<file path="config.mk">
export PLATFORM = sky130hd
export DESIGN_NAME = shift_cmd_ctrl
export DESIGN_NICKNAME = d
export VERILOG_FILES = /design/src/rtl/shift_ctrl_pkg.sv /design/src/rtl/shift_step.sv /design/src/rtl/shift_cmd_ctrl.sv
export SDC_FILE = /design/constraint.sdc
export NUM_CORES = 1
export LEC_CHECK = 0
export BUFFER_PORTS_ARGS = -buffer_cell sky130_fd_sc_hd__buf_2
export CORE_MARGIN = 8
export CORE_UTILIZATION = 54
export DETAILED_ROUTE_END_ITERATION = 8
export GPL_TIMING_DRIVEN = 0
export PLACE_DENSITY = 0.77
export SLEW_MARGIN = 10
export SYNTH_ARGS = -nofsm -noshare
export SYNTH_HDL_FRONTEND = slang
export SYNTH_SLANG_ARGS = --single-unit
</file>
<file path="constraint.sdc">
create_clock -name clk -period 3.6 [get_ports clk]
set_clock_uncertainty 0.2 [all_clocks]
set_input_delay 0.36 -clock clk [delete_from_list [all_inputs] [get_ports clk]]
set_output_delay 0.36 -clock clk [all_outputs]
set_load 0.02 [all_outputs]
</file>
<file path="src/rtl/shift_ctrl_pkg.sv">
// Shared encodings for the shift command controller: command ops, FSM states, step direction.
package shift_ctrl_pkg;

    localparam logic [1:0] OP_NOP  = 2'b00;
    localparam logic [1:0] OP_LOAD = 2'b01;
    localparam logic [1:0] OP_SHL  = 2'b10;
    localparam logic [1:0] OP_SHR  = 2'b11;

    localparam logic [1:0] ST_IDLE  = 2'b00;
    localparam logic [1:0] ST_LOAD  = 2'b01;
    localparam logic [1:0] ST_SHIFT = 2'b10;
    localparam logic [1:0] ST_DONE  = 2'b11;

    typedef enum logic {
        DIR_LEFT  = 1'b0,
        DIR_RIGHT = 1'b1
    } dir_t;

endpackage

</file>
<file path="src/rtl/shift_step.sv">
// Combinational single-bit shift/rotate step; WIDTH must be at least 2.
import shift_ctrl_pkg::*;

module shift_step #(
    parameter int WIDTH = 4
) (
    input  logic [WIDTH-1:0] value,
    input  dir_t             dir,
    input  logic             rotate,
    output logic [WIDTH-1:0] result
);

    // Left steps always zero-fill; rotate only affects the right direction.
    always_comb begin
        result = value;
        if (dir == DIR_LEFT) begin
            result = {value[WIDTH-2:0], 1'b0};
        end else begin
            result = {(rotate ? value[0] : 1'b0), value[WIDTH-1:1]};
        end
    end

endmodule

</file>
<file path="src/rtl/shift_cmd_ctrl.sv">
// Command sequencer: LOAD/SHL/SHR executed one bit per clock with a one-cycle done pulse.
// Define SHIFT_CTRL_ROTATE_EN to turn op 11 into rotate-right instead of zero-fill shift-right.
import shift_ctrl_pkg::*;

module shift_cmd_ctrl #(
    parameter int WIDTH = 4,
    parameter int CNT_W = 2
) (
    input  logic             clk,
    input  logic             reset,
    input  logic             cmd_valid,
    output logic             cmd_ready,
    input  logic [1:0]       cmd_op,
    input  logic [CNT_W-1:0] cmd_amt,
    input  logic [WIDTH-1:0] cmd_data,
    output logic [WIDTH-1:0] q,
    output logic             busy,
    output logic             done,
    output logic             cmd_err
);

    logic [1:0]       state;
    logic [1:0]       op_r;
    logic [CNT_W-1:0] remaining;
    logic [WIDTH-1:0] data_r;
    logic [WIDTH-1:0] step_result;
    logic             accept;
    logic             rotate_en;

`ifdef SHIFT_CTRL_ROTATE_EN
    assign rotate_en = 1'b1;
`else
    assign rotate_en = 1'b0;
`endif

    assign cmd_ready = (state == ST_IDLE) && !reset;
    assign accept    = cmd_valid && cmd_ready;
    assign busy      = (state != ST_IDLE);
    assign done      = (state == ST_DONE);
    // Every 2-bit op is decoded, so no error can arise; the port stays for wider encodings.
    assign cmd_err   = 1'b0;

    shift_step #(.WIDTH(WIDTH)) u_step (
        .value  (q),
        .dir    ((op_r == OP_SHL) ? DIR_LEFT : DIR_RIGHT),
        .rotate (rotate_en),
        .result (step_result)
    );

    // NOTE: sequential state uses non-blocking assignments so every register samples pre-edge values.
    always_ff @(posedge clk) begin
        if (reset) begin
            state     <= ST_IDLE;
            q         <= '0;
            op_r      <= OP_NOP;
            remaining <= '0;
        end else begin
            case (state)
                ST_IDLE: begin
                    if (accept) begin
                        op_r      <= cmd_op;
                        remaining <= cmd_amt;
                        case (cmd_op)
                            OP_LOAD: state <= ST_LOAD;
                            OP_SHL, OP_SHR:
                                state <= (cmd_amt == '0) ? ST_DONE : ST_SHIFT;
                            default: state <= ST_DONE;
                        endcase
                    end
                end
                ST_LOAD: begin
                    q     <= data_r;
                    state <= ST_DONE;
                end
                ST_SHIFT: begin
                    q         <= step_result;
                    remaining <= remaining - 1'b1;
                    if (remaining == CNT_W'(1)) begin
                        state <= ST_DONE;
                    end
                end
                default: state <= ST_IDLE;
            endcase
        end
    end

    // NOTE: load data is only read after a capture, so this register needs no reset.
    always_ff @(posedge clk) begin
        if (accept) begin
            data_r <= cmd_data;
        end
    end

endmodule
</file>
==> impl_results.md <==
* Outcome: finished, final reports clean
* Largest net degree at the start of global routing at 11
* # rows at 13
* HP Class: primary input to flip-flop
* Slew Limit Fails at 0
* Max Cap Violations at 0
* HPWL after DPL at 1.33 mm
* Register area share after synthesis at 40.6%
* Area growth from synthesis to layout at 16.5%
* Syn Inst Count at 86
* Reg-to-reg slack, setup at 1810 ps
* Clock root buffer: clkbuf_4
* Final setup margin at 1530 ps
* Vias at 686
* Yosys reg bits at 14
* Worst-skew pair later-pin latency at 280 ps
* Worst reg-to-reg path cell count at 6
* CP startpoint: state[0]
* Clock transition at path regs at 80 ps
* Share of cells above drive strength 1 at 25.2%
* Clk buf depth at 2
* CP endpoint: cmd_ready
* Endpoint of the lowest-slack register-to-register path: state[1]
* Via density at 5.62
* RSZ-0062 raised after global routing: false
* Die height at 54.2 µm
* Maximum vdd drop at 0.364 mV
* Number of global-route vias before repair at 644
* Total GRT Usage at 12.3%
* Critical path class: flip-flop to output pin
* Endpoint class of the critical path: output pin
* Synth warn at 0
* Syn Area/Cell at 9.18 µm²
* Clock Sink Count at 14
* Final worst path period share at 57.4%
* Cts bufs inserted at 3
* Worst endpoint required time at 3040 ps
* Routed Antenna Nets at 0
* Syn nets at 102
* Die Width at 54.2 µm
* Grt ovf at 0
* Finished Cell Area at 920 µm²
* DIE AREA at 2940 µm²
* Final core occ at 68.9%
* Wire per inst at 13.8 µm
* Cell-by-cell trace of the critical path: inv_1 -> ha_1 -> buf_2 -> inv_1 -> nor2_1 -> buf_2
* Unique masters post-synth at 32
* Starting Density at 59.2%
* Critical Path AT at 1510 ps
* Worst Setup Start Kind: flip-flop
* Setup TNS at 0 ps
* Tmin final at 2070 ps
* Post-CTS Setup Bufs at 0
* Final net count at 124
* H-tree lvl count at 1
* Final setup fails at 0
* Global-route wire length before repair at 2.73 mm
* ANT cells at 0
* Crit Path Max Fanout at 10
* Final Power at 642 µW
* Mapped cell area at 790 µm²
* Final GP Congestion at 0.741
* Initial DRC Count at 17
* Post-route DRC at 0
* Core box area at 1330 µm²
* Main area contributors after synthesis: dfxtp_1, edfxtp_1, ha_1
* Largest area contributor in the netlist: dfxtp_1
* Initial antenna violation count at 0
* Dpl ws at 1830 ps
* Post-synth top area share at 25.4%
* PD cells at 698 nW/µm²
* Worst r2r src: state[0]
* Hold Buf Count CTS at 0
* Slowest Stage Delay on Critical Path at 360 ps
* Hold Vio Cnt, Final at 0
* I/O pin count at 19
* DRT Pass-1 Iters at 4
* Resized cells post-CTS at 0
* TritonCTS clock tree: built
* Fmax achieved at 484 MHz
* IO Port Bufs at 17
* Crit-path slowest cell: dfxtp_1
* DP Area at 893 µm²
* Leakage power at 0.000407 µW
* Routed wire length at 1.69 mm
==> cells in the mapped netlist (all sizes together) <==
cell type / count
a2111o: 1
a2111oi: 1
a211oi: 3
a21boi: 1
a21oi: 5
a22oi: 1
a311oi: 1
a31oi: 3
and2b: 1
and3b: 2
and4bb: 2
buf: 3
clkbuf: 2
conb: 1
dfxtp: 10
edfxtp: 4
ha: 5
inv: 7
nand2: 5
nand2b: 6
nand3: 4
nand4b: 2
nor2: 7
nor2b: 2
nor3: 1
o21ai: 3
o32ai: 2
or2: 1
==> metrics by stage <==
| stage | cells | hold slack (ps) |
|---|---|---|
| global route | 122 | 39.5 |
| floorplan | 86 | 256 |
| finish | 122 | 53.2 |
| CTS | 122 | 45.0 |
| global placement | 118 | 274 |
| detailed placement | 118 | 284 |
==> flip-flops by register name, indices dropped and copies added, names as in the netlist <==
name       flops
remaining      2
op_r           2
state          2
data_r         4
q              4
==> final cells by class <==
class / instances / area (µm²)
fill: 114 / 414
clock buffer: 3 / 22.5
multi-input combinational: 60 / 412
timing repair buffer: 17 / 85.1
tap: 15 / 18.8
sequential: 14 / 320
inverter: 7 / 26.3
clock inverter: 1 / 3.75
buffer: 5 / 31.3
==> metal layers <==
metal	vias up	share of wire, %	track usage, %	wire (µm)
met3	0	6.0	5.96	102
met1	320	47	13.5	793
met4	0	0	1.23	0
li1	345	-	-	-
met2	21	47	21.8	791
met5	-	0	0	0
==> cells by family after synthesis <==
family,after synthesis,synth area share [%]
AO/OA/AOI/OAI,21,18.2
flip-flops,14,40.6
adder cells (fa/ha/maj),5,7.92
AND/OR/NAND/NOR,33,25.5
other,1,0.475
buffers and inverters,12,7.29
==> power breakdown <==
part	switching, µW	internal (µW)	total [µW]
Combinational	179	129	308
Sequential	37.6	205	243
Clock	50.2	40.2	90.4
==> cells in the final DEF, fill, tap and decap left out, types with 3 or more instances in the layout <==
cell type  instances
buf_2             18
dfxtp_1           10
inv_1              7
nor2_1             7
nand2b_1           6
nand2_1            5
a21oi_1            5
ha_1               5
nand3_1            4
edfxtp_1           4
a31oi_1            3
a211oi_1           3
clkbuf_4           3
==> worst max-delay path: cells and delay by family (launching register included) <==
kind                     cells  cell delay (ps)
flip-flops                   1              360
buffers and inverters        4              550
AND/OR/NAND/NOR              1               90
adder cells (fa/ha/maj)      1              220
==> how the worst min path moves through the flow <==
stage	slack, ps	cells past startpoint	from	endpoint
global placement	270	2	op_r[0]	op_r[0]
global route	40	1	cmd_data[2]	data_r[2]
CTS	50	1	cmd_data[2]	data_r[2]
floorplan	260	2	op_r[0]	op_r[0]
finish	50	1	cmd_data[2]	data_r[2]
detailed placement	280	2	op_r[0]	op_r[0]
No activity file was read; power rests on OpenSTA's default activity.
